==> config.mk <==
export PLATFORM = sky130hd
export DESIGN_NAME = led_blink_arbiter
export DESIGN_NICKNAME = d
export VERILOG_FILES = /design/src/rtl/led_blink_arbiter.sv
export SDC_FILE = /design/constraint.sdc
export NUM_CORES = 1
export LEC_CHECK = 0
export BUFFER_PORTS_ARGS = -buffer_cell sky130_fd_sc_hd__buf_4
export CAP_MARGIN = 15
export CORE_ASPECT_RATIO = 1.75
export CORE_UTILIZATION = 54
export CTS_CLUSTER_DIAMETER = 80
export DETAILED_ROUTE_END_ITERATION = 8
export GPL_ROUTABILITY_DRIVEN = 0
export PLACE_DENSITY_LB_ADDON = 0.05
export RECOVER_POWER = 100
export SLEW_MARGIN = 30
export SYNTH_ARGS = -nofsm -noshare
export SYNTH_HDL_FRONTEND = slang
export SYNTH_SLANG_ARGS = --single-unit
export TNS_END_PERCENT = 10
==> constraint.sdc <==
create_clock -name pi_clk -period 5.5 [get_ports pi_clk]
set_input_delay 1.1 -clock pi_clk [delete_from_list [all_inputs] [get_ports pi_clk]]
set_output_delay 1.1 -clock pi_clk [all_outputs]
set_load 0.05 [all_outputs]
==> src/rtl/led_blink_arbiter.sv <==
`default_nettype none
// ============================================================================
// Module   : led_blink_arbiter
// Purpose  : Round-robin arbiter sharing one LED between requesters, each
//            playing a programmable blink code followed by a fixed dark gap.
// Revision : 1.0
// ============================================================================
module led_blink_arbiter #(
    parameter int NUM_REQ    = 4,
    parameter int HP_W       = 32,
    parameter int CNT_W      = 8,
    parameter int GAP_CYCLES = 25000000
) (
    input  logic                     pi_clk,
    input  logic                     pi_rst,
    input  logic [NUM_REQ-1:0]       pi_req,
    input  logic [NUM_REQ*HP_W-1:0]  pi_half_period,
    input  logic [NUM_REQ*CNT_W-1:0] pi_blink_count,
    output logic [NUM_REQ-1:0]       po_grant,
    output logic [NUM_REQ-1:0]       po_done,
    output logic                     po_busy,
    output logic                     po_led
);

    localparam int c_IDX_W = (NUM_REQ > 1) ? $clog2(NUM_REQ) : 1;
    localparam int c_GAP_W = (GAP_CYCLES > 1) ? $clog2(GAP_CYCLES) : 1;
    localparam logic [c_GAP_W-1:0] c_GAP_LOAD = c_GAP_W'(GAP_CYCLES - 1);
    localparam logic [HP_W-1:0]    c_HP_ONE   = HP_W'(1);
    localparam logic [CNT_W-1:0]   c_CNT_ONE  = CNT_W'(1);
    localparam logic [NUM_REQ-1:0] c_GRANT_0  = NUM_REQ'(1);

    generate
        if (GAP_CYCLES < 1) begin : g_bad_gap
            $error("led_blink_arbiter: GAP_CYCLES must be >= 1");
        end
        if (NUM_REQ < 2 || NUM_REQ > 8) begin : g_bad_num_req
            $error("led_blink_arbiter: NUM_REQ must be in 2..8");
        end
    endgenerate

    typedef enum logic [1:0] {
        S_IDLE = 2'd0,
        S_ON   = 2'd1,
        S_OFF  = 2'd2,
        S_GAP  = 2'd3
    } state_t;

    state_t               state_q,  state_d;
    logic [c_IDX_W-1:0]   owner_q,  owner_d;
    logic [c_IDX_W-1:0]   rr_q,     rr_d;
    logic [HP_W-1:0]      hp_q,     hp_d;
    logic [CNT_W-1:0]     blinks_q, blinks_d;
    logic [HP_W-1:0]      phase_q,  phase_d;
    logic [c_GAP_W-1:0]   gap_q,    gap_d;
    logic                 led_q,    led_d;
    logic [NUM_REQ-1:0]   grant_q,  grant_d;
    logic [NUM_REQ-1:0]   done_q,   done_d;
    logic                 busy_q,   busy_d;

    logic                 found_w;
    logic [c_IDX_W-1:0]   pick_w;
    logic [HP_W-1:0]      hp_raw_w;
    logic [HP_W-1:0]      hp_sel_w;
    logic [CNT_W-1:0]     cnt_raw_w;

    // Walk offsets from highest to lowest so the nearest request at/after rr wins.
    always_comb begin : p_arb
        logic [c_IDX_W:0] idx;
        found_w = 1'b0;
        pick_w  = '0;
        idx     = '0;
        for (int k = NUM_REQ - 1; k >= 0; k--) begin
            idx = {1'b0, rr_q} + (c_IDX_W + 1)'(k);
            if (idx >= (c_IDX_W + 1)'(NUM_REQ)) begin
                idx = idx - (c_IDX_W + 1)'(NUM_REQ);
            end
            if (pi_req[idx[c_IDX_W-1:0]]) begin
                found_w = 1'b1;
                pick_w  = idx[c_IDX_W-1:0];
            end
        end
    end

    always_comb begin
        hp_raw_w  = pi_half_period[pick_w * HP_W +: HP_W];
        cnt_raw_w = pi_blink_count[pick_w * CNT_W +: CNT_W];
        hp_sel_w  = (hp_raw_w == '0) ? c_HP_ONE : hp_raw_w;
    end

    always_comb begin
        state_d  = state_q;
        owner_d  = owner_q;
        rr_d     = rr_q;
        hp_d     = hp_q;
        blinks_d = blinks_q;
        phase_d  = phase_q;
        gap_d    = gap_q;
        led_d    = led_q;
        grant_d  = grant_q;
        done_d   = '0;
        busy_d   = busy_q;

        case (state_q)
            S_IDLE: begin
                if (found_w) begin
                    owner_d  = pick_w;
                    hp_d     = hp_sel_w;
                    blinks_d = cnt_raw_w;
                    grant_d  = c_GRANT_0 << pick_w;
                    busy_d   = 1'b1;
                    if (cnt_raw_w == '0) begin
                        state_d = S_GAP;
                        gap_d   = c_GAP_LOAD;
                        led_d   = 1'b0;
                    end else begin
                        state_d = S_ON;
                        led_d   = 1'b1;
                        phase_d = hp_sel_w - c_HP_ONE;
                    end
                end
            end
            S_ON: begin
                if (phase_q == '0) begin
                    state_d = S_OFF;
                    led_d   = 1'b0;
                    phase_d = hp_q - c_HP_ONE;
                end else begin
                    phase_d = phase_q - c_HP_ONE;
                end
            end
            S_OFF: begin
                if (phase_q == '0) begin
                    blinks_d = blinks_q - c_CNT_ONE;
                    if (blinks_q > c_CNT_ONE) begin
                        state_d = S_ON;
                        led_d   = 1'b1;
                        phase_d = hp_q - c_HP_ONE;
                    end else begin
                        state_d = S_GAP;
                        gap_d   = c_GAP_LOAD;
                    end
                end else begin
                    phase_d = phase_q - c_HP_ONE;
                end
            end
            S_GAP: begin
                led_d = 1'b0;
                if (gap_q == '0) begin
                    state_d = S_IDLE;
                    done_d  = grant_q;
                    grant_d = '0;
                    busy_d  = 1'b0;
                    rr_d    = (owner_q == c_IDX_W'(NUM_REQ - 1)) ? '0
                                                                  : owner_q + c_IDX_W'(1);
                end else begin
                    gap_d = gap_q - c_GAP_W'(1);
                end
            end
            default: state_d = S_IDLE;
        endcase
    end

    always_ff @(posedge pi_clk) begin
        if (pi_rst) begin
            state_q  <= S_IDLE;
            owner_q  <= '0;
            rr_q     <= '0;
            hp_q     <= '0;
            blinks_q <= '0;
            phase_q  <= '0;
            gap_q    <= '0;
            led_q    <= 1'b0;
            grant_q  <= '0;
            done_q   <= '0;
            busy_q   <= 1'b0;
        end else begin
            state_q  <= state_d;
            owner_q  <= owner_d;
            rr_q     <= rr_d;
            hp_q     <= hp_d;
            blinks_q <= blinks_d;
            phase_q  <= phase_d;
            gap_q    <= gap_d;
            led_q    <= led_d;
            grant_q  <= grant_d;
            done_q   <= done_d;
            busy_q   <= busy_d;
        end
    end

    assign po_led   = led_q;
    assign po_grant = grant_q;
    assign po_done  = done_q;
    assign po_busy  = busy_q;

endmodule
`default_nettype wire

==> out/qor.csv <==
stage;metric;value;unit
grt;number of global-route vias before repair;9255;
cells_and_area;number of fill cells in the layout;1345;
cts;hold buffer count at cts;0;
worst_setup_path;kind of critical path;input port to flop;
power_and_ir_drop;Max IR drop VDD;243.6;µV
cells_and_area;multi-input logic area;5515;µm²
power_and_ir_drop;part of the power in registers;0.244;
cells_and_area;most frequent cells in the layout;191 x sky130_fd_sc_hd__buf_4, 149 x sky130_fd_sc_hd__nand3_1, 113 x sky130_fd_sc_hd__dfxtp_1;
logic_synthesis;Syn Nets;1264;
detailed_routing;iteration-0 DRC count of the detailed router;829;
cts;number of H-tree levels;4;
cts;buffers inserted by post-CTS timing repair;0;
worst_setup_path;delay of the slowest cell on the worst path;760;ps
status;outcome;complete, no violations;
detailed_routing;total vias in the final route;9564;
worst_setup_path;Crit Path Max Fanout;25;
grt;GRT overflow;0;
die;floorplan die area;15890;µm²
logic_synthesis;number of warning messages in the yosys log;0;
power_and_ir_drop;switching part of the total power;0.4699;
worst_setup_path;cells on worst reg2reg path;11;
cells_and_area;fin area;10170;µm²
placed_design;total instance count after detailed placement;1387;
sta;Highest Clock Rate;0.2055;GHz
worst_setup_path;reg-to-reg endpoint;gap_q[6]$_SDFFE_PP0P_;
die;initial core utilization;0.5565;
worst_setup_path;endpoint arrival time on the critical path;5200;ps
worst_setup_path;buffers plus inverters on the worst setup path;1;
sta;fraction of the cycle the final worst path needs;0.8847;
worst_setup_path;Worst Setup SP;pi_req[0];
logic_synthesis;number of distinct standard cells referenced by the synthesized netlist;83;
die;Core Footprint;14910;µm²
cts;post-CTS clock slew at the launch and capture registers of the worst setup and hold paths;60;ps
logic_synthesis;share of synthesized registers carrying an async set or reset;0;
cts;CTS Buf Count;17;
die;standard-cell row count;59;
worst_setup_path;Reg2Reg Setup Slack;900;ps
cells_and_area;area overhead of the layout relative to synthesis;22.60;%
placed_design;count of input and output buffers;175;
logic_synthesis;number of register bits inferred by synthesis;113;
placed_design;placed standard-cell area;9662;µm²
cells_and_area;Final nets;1399;
grt;number of antenna violations at the first check in global routing;0;
grt;largest net degree at the start of global routing;104;
power_and_ir_drop;power per cell area;558.3;nW/µm²
sta;setup TNS after final layout;0;ps
die;top-level I/O count;176;
cells_and_area;most common cell after layout, fill and taps aside;sky130_fd_sc_hd__buf_4;
die;die width;95.71;µm
worst_setup_path;capture point of the critical path;phase_q[26]$_SDFFE_PP0P_;
detailed_routing;remaining antenna violation count after routing;0;
grt;global-route wire length before repair;47.55;mm
die;die outline height;166.0;µm
power_and_ir_drop;combinational fraction of design power;0.555;
logic_synthesis;commonest register cell after synthesis;sky130_fd_sc_hd__dfxtp_1;
worst_setup_path;number of cells on the critical path;18;
logic_synthesis;EDFF count, synth;0;
logic_synthesis;register area share after synthesis;0.2726;
detailed_routing;length of the first detailed-routing pass in iterations;7;
worst_setup_path;endpoint type of the worst setup path;flop;
cells_and_area;Final Instance Count excl. Fillers;1418;
worst_hold_path;hold crit path type;flop to flop;
sta;Final Setup Violations;0;
power_and_ir_drop;post-layout power;5680;µW
logic_synthesis;count of mapped cells out of synthesis;1088;
job;Max Cap Violations;0;
worst_setup_path;cell-by-cell listing of the critical path;buf_4 > nor2b_1 > o21ba_1 > nor2_4 > mux2i_1 > mux2_2 > nand4_1 > nor4_1 > a21oi_1 > nand2_1 > nand2_1 > ha_1 > o311a_1 > nand4b_1 > nor4_4 > nand4_1 > xor2_1 > a211oi_1;
sta;skew final;12.01;ps
worst_setup_path;required arrival time at the worst endpoint;5830;ps
worst_setup_path;Top Family by Delay on Critical Path;simple AND/OR/NAND/NOR gates;
cells_and_area;diodes inserted;0;
detailed_routing;routed length per instance;21.89;µm
cells_and_area;layout cell share with drive strength beyond 1;0.2202;
cts;total clock sinks;113;
cts;library cell used as clock root buffer;sky130_fd_sc_hd__clkbuf_16;
cts;Worst-Skew Late Latency;420;ps
logic_synthesis;Syn Std Cell Area;8298;µm²
cts;maximum buffer depth of the clock tree;2;
grt;overall fraction of global-route tracks in use;0.3954;
sta;hold violation total from the final report;0;
worst_setup_path;CP startpoint kind;input port;
cts;clock tree from TritonCTS;yes;
sta;slew at the pin closest to its max-slew limit;1260;ps
sta;clock period minus worst slack;4866;ps
power_and_ir_drop;net load switching power;2669;µW
detailed_routing;detailed-route wire length;31.04;mm
sta;RSZ-0062 raised after global routing;no;
detailed_routing;Post-route DRC;0;
worst_setup_path;Crit Reg-Reg Startpoint;gap_q[6]$_SDFFE_PP0P_;
logic_synthesis;Avg Inst Size Synth;7.627;µm²
sta;worst slew margin relative to its limit;0.1599;
cts;post-CTS sizing;0;
detailed_routing;Avg Vias per Cell;6.745;
cells_and_area;area of all sequential standard cells;2262;µm²
power_and_ir_drop;internal power summed over all cells;3011;µW
sta;max-slew violation count;0;
worst_setup_path;slowest library cell on the worst path;sky130_fd_sc_hd__o21ba_1;
power_and_ir_drop;relative contribution of the clock network to total power;0.200;
placed_design;post-detail-place hpwl;22.77;mm
power_and_ir_drop;P_leak;0.004134;µW
-- registers in the layout, summed over array words and instances, names as in the netlist --
register and count:
rr_q 2, gap_q 25, blinks_q 8, po_busy 1, owner_q 2, state_q 2, po_grant 4, po_led 1
po_done 4, phase_q 32, hp_q 32
-- how the worst min path moves through the flow --
stage                          start                     to  slack [ps]  cells past startpoint
4_1_cts         hp_q[9]$_SDFFE_PP0P_   hp_q[9]$_SDFFE_PP0P_         460                      2
2_1_floorplan   hp_q[4]$_SDFFE_PP0P_   hp_q[4]$_SDFFE_PP0P_         430                      2
5_1_grt         hp_q[9]$_SDFFE_PP0P_   hp_q[9]$_SDFFE_PP0P_         470                      2
6_report       hp_q[29]$_SDFFE_PP0P_  hp_q[29]$_SDFFE_PP0P_         460                      2
3_5_place_dp    hp_q[9]$_SDFFE_PP0P_   hp_q[9]$_SDFFE_PP0P_         450                      2
3_3_place_gp    hp_q[4]$_SDFFE_PP0P_   hp_q[4]$_SDFFE_PP0P_         440                      2
-- area by class of cell --
cell class / count / area share
clock buffer: 18 / 0.04317
clock inverter: 13 / 0.01587
inverter: 17 / 0.006272
multi-input combinational: 867 / 0.5421
sequential: 113 / 0.2224
tap: 183 / 0.02251
timing repair buffer: 207 / 0.1477
-- synth_stat cells (5+ instances only) --
| library cell | instances | share of area |
|---|---|---|
| sky130_fd_sc_hd__buf_2 | 21 | 0.013 |
| sky130_fd_sc_hd__a2111o_1 | 5 | 0.0068 |
| sky130_fd_sc_hd__and2_1 | 17 | 0.013 |
| sky130_fd_sc_hd__or4_1 | 5 | 0.0045 |
| sky130_fd_sc_hd__a211oi_1 | 36 | 0.033 |
| sky130_fd_sc_hd__clkbuf_1 | 52 | 0.024 |
| sky130_fd_sc_hd__nand2_1 | 81 | 0.037 |
| sky130_fd_sc_hd__nand3_1 | 149 | 0.090 |
| sky130_fd_sc_hd__a41oi_1 | 13 | 0.014 |
| sky130_fd_sc_hd__a311oi_1 | 12 | 0.013 |
| sky130_fd_sc_hd__and3_1 | 24 | 0.018 |
| sky130_fd_sc_hd__mux4_2 | 6 | 0.016 |
| sky130_fd_sc_hd__a211o_1 | 21 | 0.022 |
| sky130_fd_sc_hd__xor2_1 | 11 | 0.012 |
| sky130_fd_sc_hd__o21ai_0 | 54 | 0.033 |
| sky130_fd_sc_hd__nor2_1 | 97 | 0.044 |
| sky130_fd_sc_hd__dfxtp_1 | 113 | 0.27 |
| sky130_fd_sc_hd__a21oi_1 | 79 | 0.048 |
| sky130_fd_sc_hd__a31oi_1 | 17 | 0.013 |
| sky130_fd_sc_hd__nand2b_1 | 21 | 0.016 |
| sky130_fd_sc_hd__a21o_1 | 5 | 0.0045 |
| sky130_fd_sc_hd__nand4_1 | 18 | 0.014 |
| sky130_fd_sc_hd__xnor2_1 | 26 | 0.027 |
| sky130_fd_sc_hd__inv_1 | 17 | 0.0077 |
| sky130_fd_sc_hd__or3_1 | 8 | 0.0060 |
| sky130_fd_sc_hd__buf_1 | 5 | 0.0023 |
| sky130_fd_sc_hd__nor3_1 | 24 | 0.014 |
| sky130_fd_sc_hd__nor4_1 | 15 | 0.011 |
| sky130_fd_sc_hd__nor4_2 | 6 | 0.0090 |
| sky130_fd_sc_hd__buf_6 | 9 | 0.012 |
| sky130_fd_sc_hd__ha_1 | 10 | 0.015 |
| sky130_fd_sc_hd__mux2i_1 | 6 | 0.0072 |
| sky130_fd_sc_hd__a22oi_1 | 18 | 0.016 |
| sky130_fd_sc_hd__o31ai_1 | 5 | 0.0045 |
-- through the flow --
step	hold slack, ps	worst slack, ps	util
after floorplan	431.7	1109	-
after global placement	441.5	609.8	0.6473
after detailed placement	450.9	548.5	0.6479
after CTS	458.2	969.0	0.6882
after global routing	473.9	274.1	0.6822
final	456.0	634.1	0.6822
-- worst reg2reg max path: cells and delay by family, from the launching register on --
family | cells | cell delay [ps]
and+or+nand+nor | 9 | 3450
buffers and inverters | 1 | 430
AOI/OAI and AO/OA | 1 | 330
DFF | 1 | 340
-- logic make-up (layout without fill, tap and decap cells) --
kind of cell               Yosys count  after routing  synth area share
xor gates and xnor gates            37             37           0.03905
muxes                               16             16           0.02940
DFF                                113            113            0.2726
buffers and inverters              108            255           0.06197
adders and majority gates           10             10           0.01508
and+or+nand+nor                    500            500            0.3224
AOI/OAI and AO/OA                  304            304            0.2595
-- routing by layer --
layer | global-route usage | vias up | wire [µm]
li1 | - | 4344 | -
met1 | 0.4105 | 4494 | 10590
met2 | 0.6891 | 564 | 15600
met3 | 0.08150 | 162 | 2433
met4 | 0.2693 | 0 | 2410
met5 | 0 | - | 0
-- power by group through the flow --
stage | clock [µW] | combinational (µW) | sequential, µW
after floorplan | 0 | 2280 | 1340
after global placement | 0 | 3060 | 1390
after detailed placement | 0 | 3100 | 1390
after CTS | 1130 | 3130 | 1380
after global routing | 1180 | 3410 | 1420
final | 1140 | 3150 | 1390
Note: power is estimated with default switching activity, not from simulation.
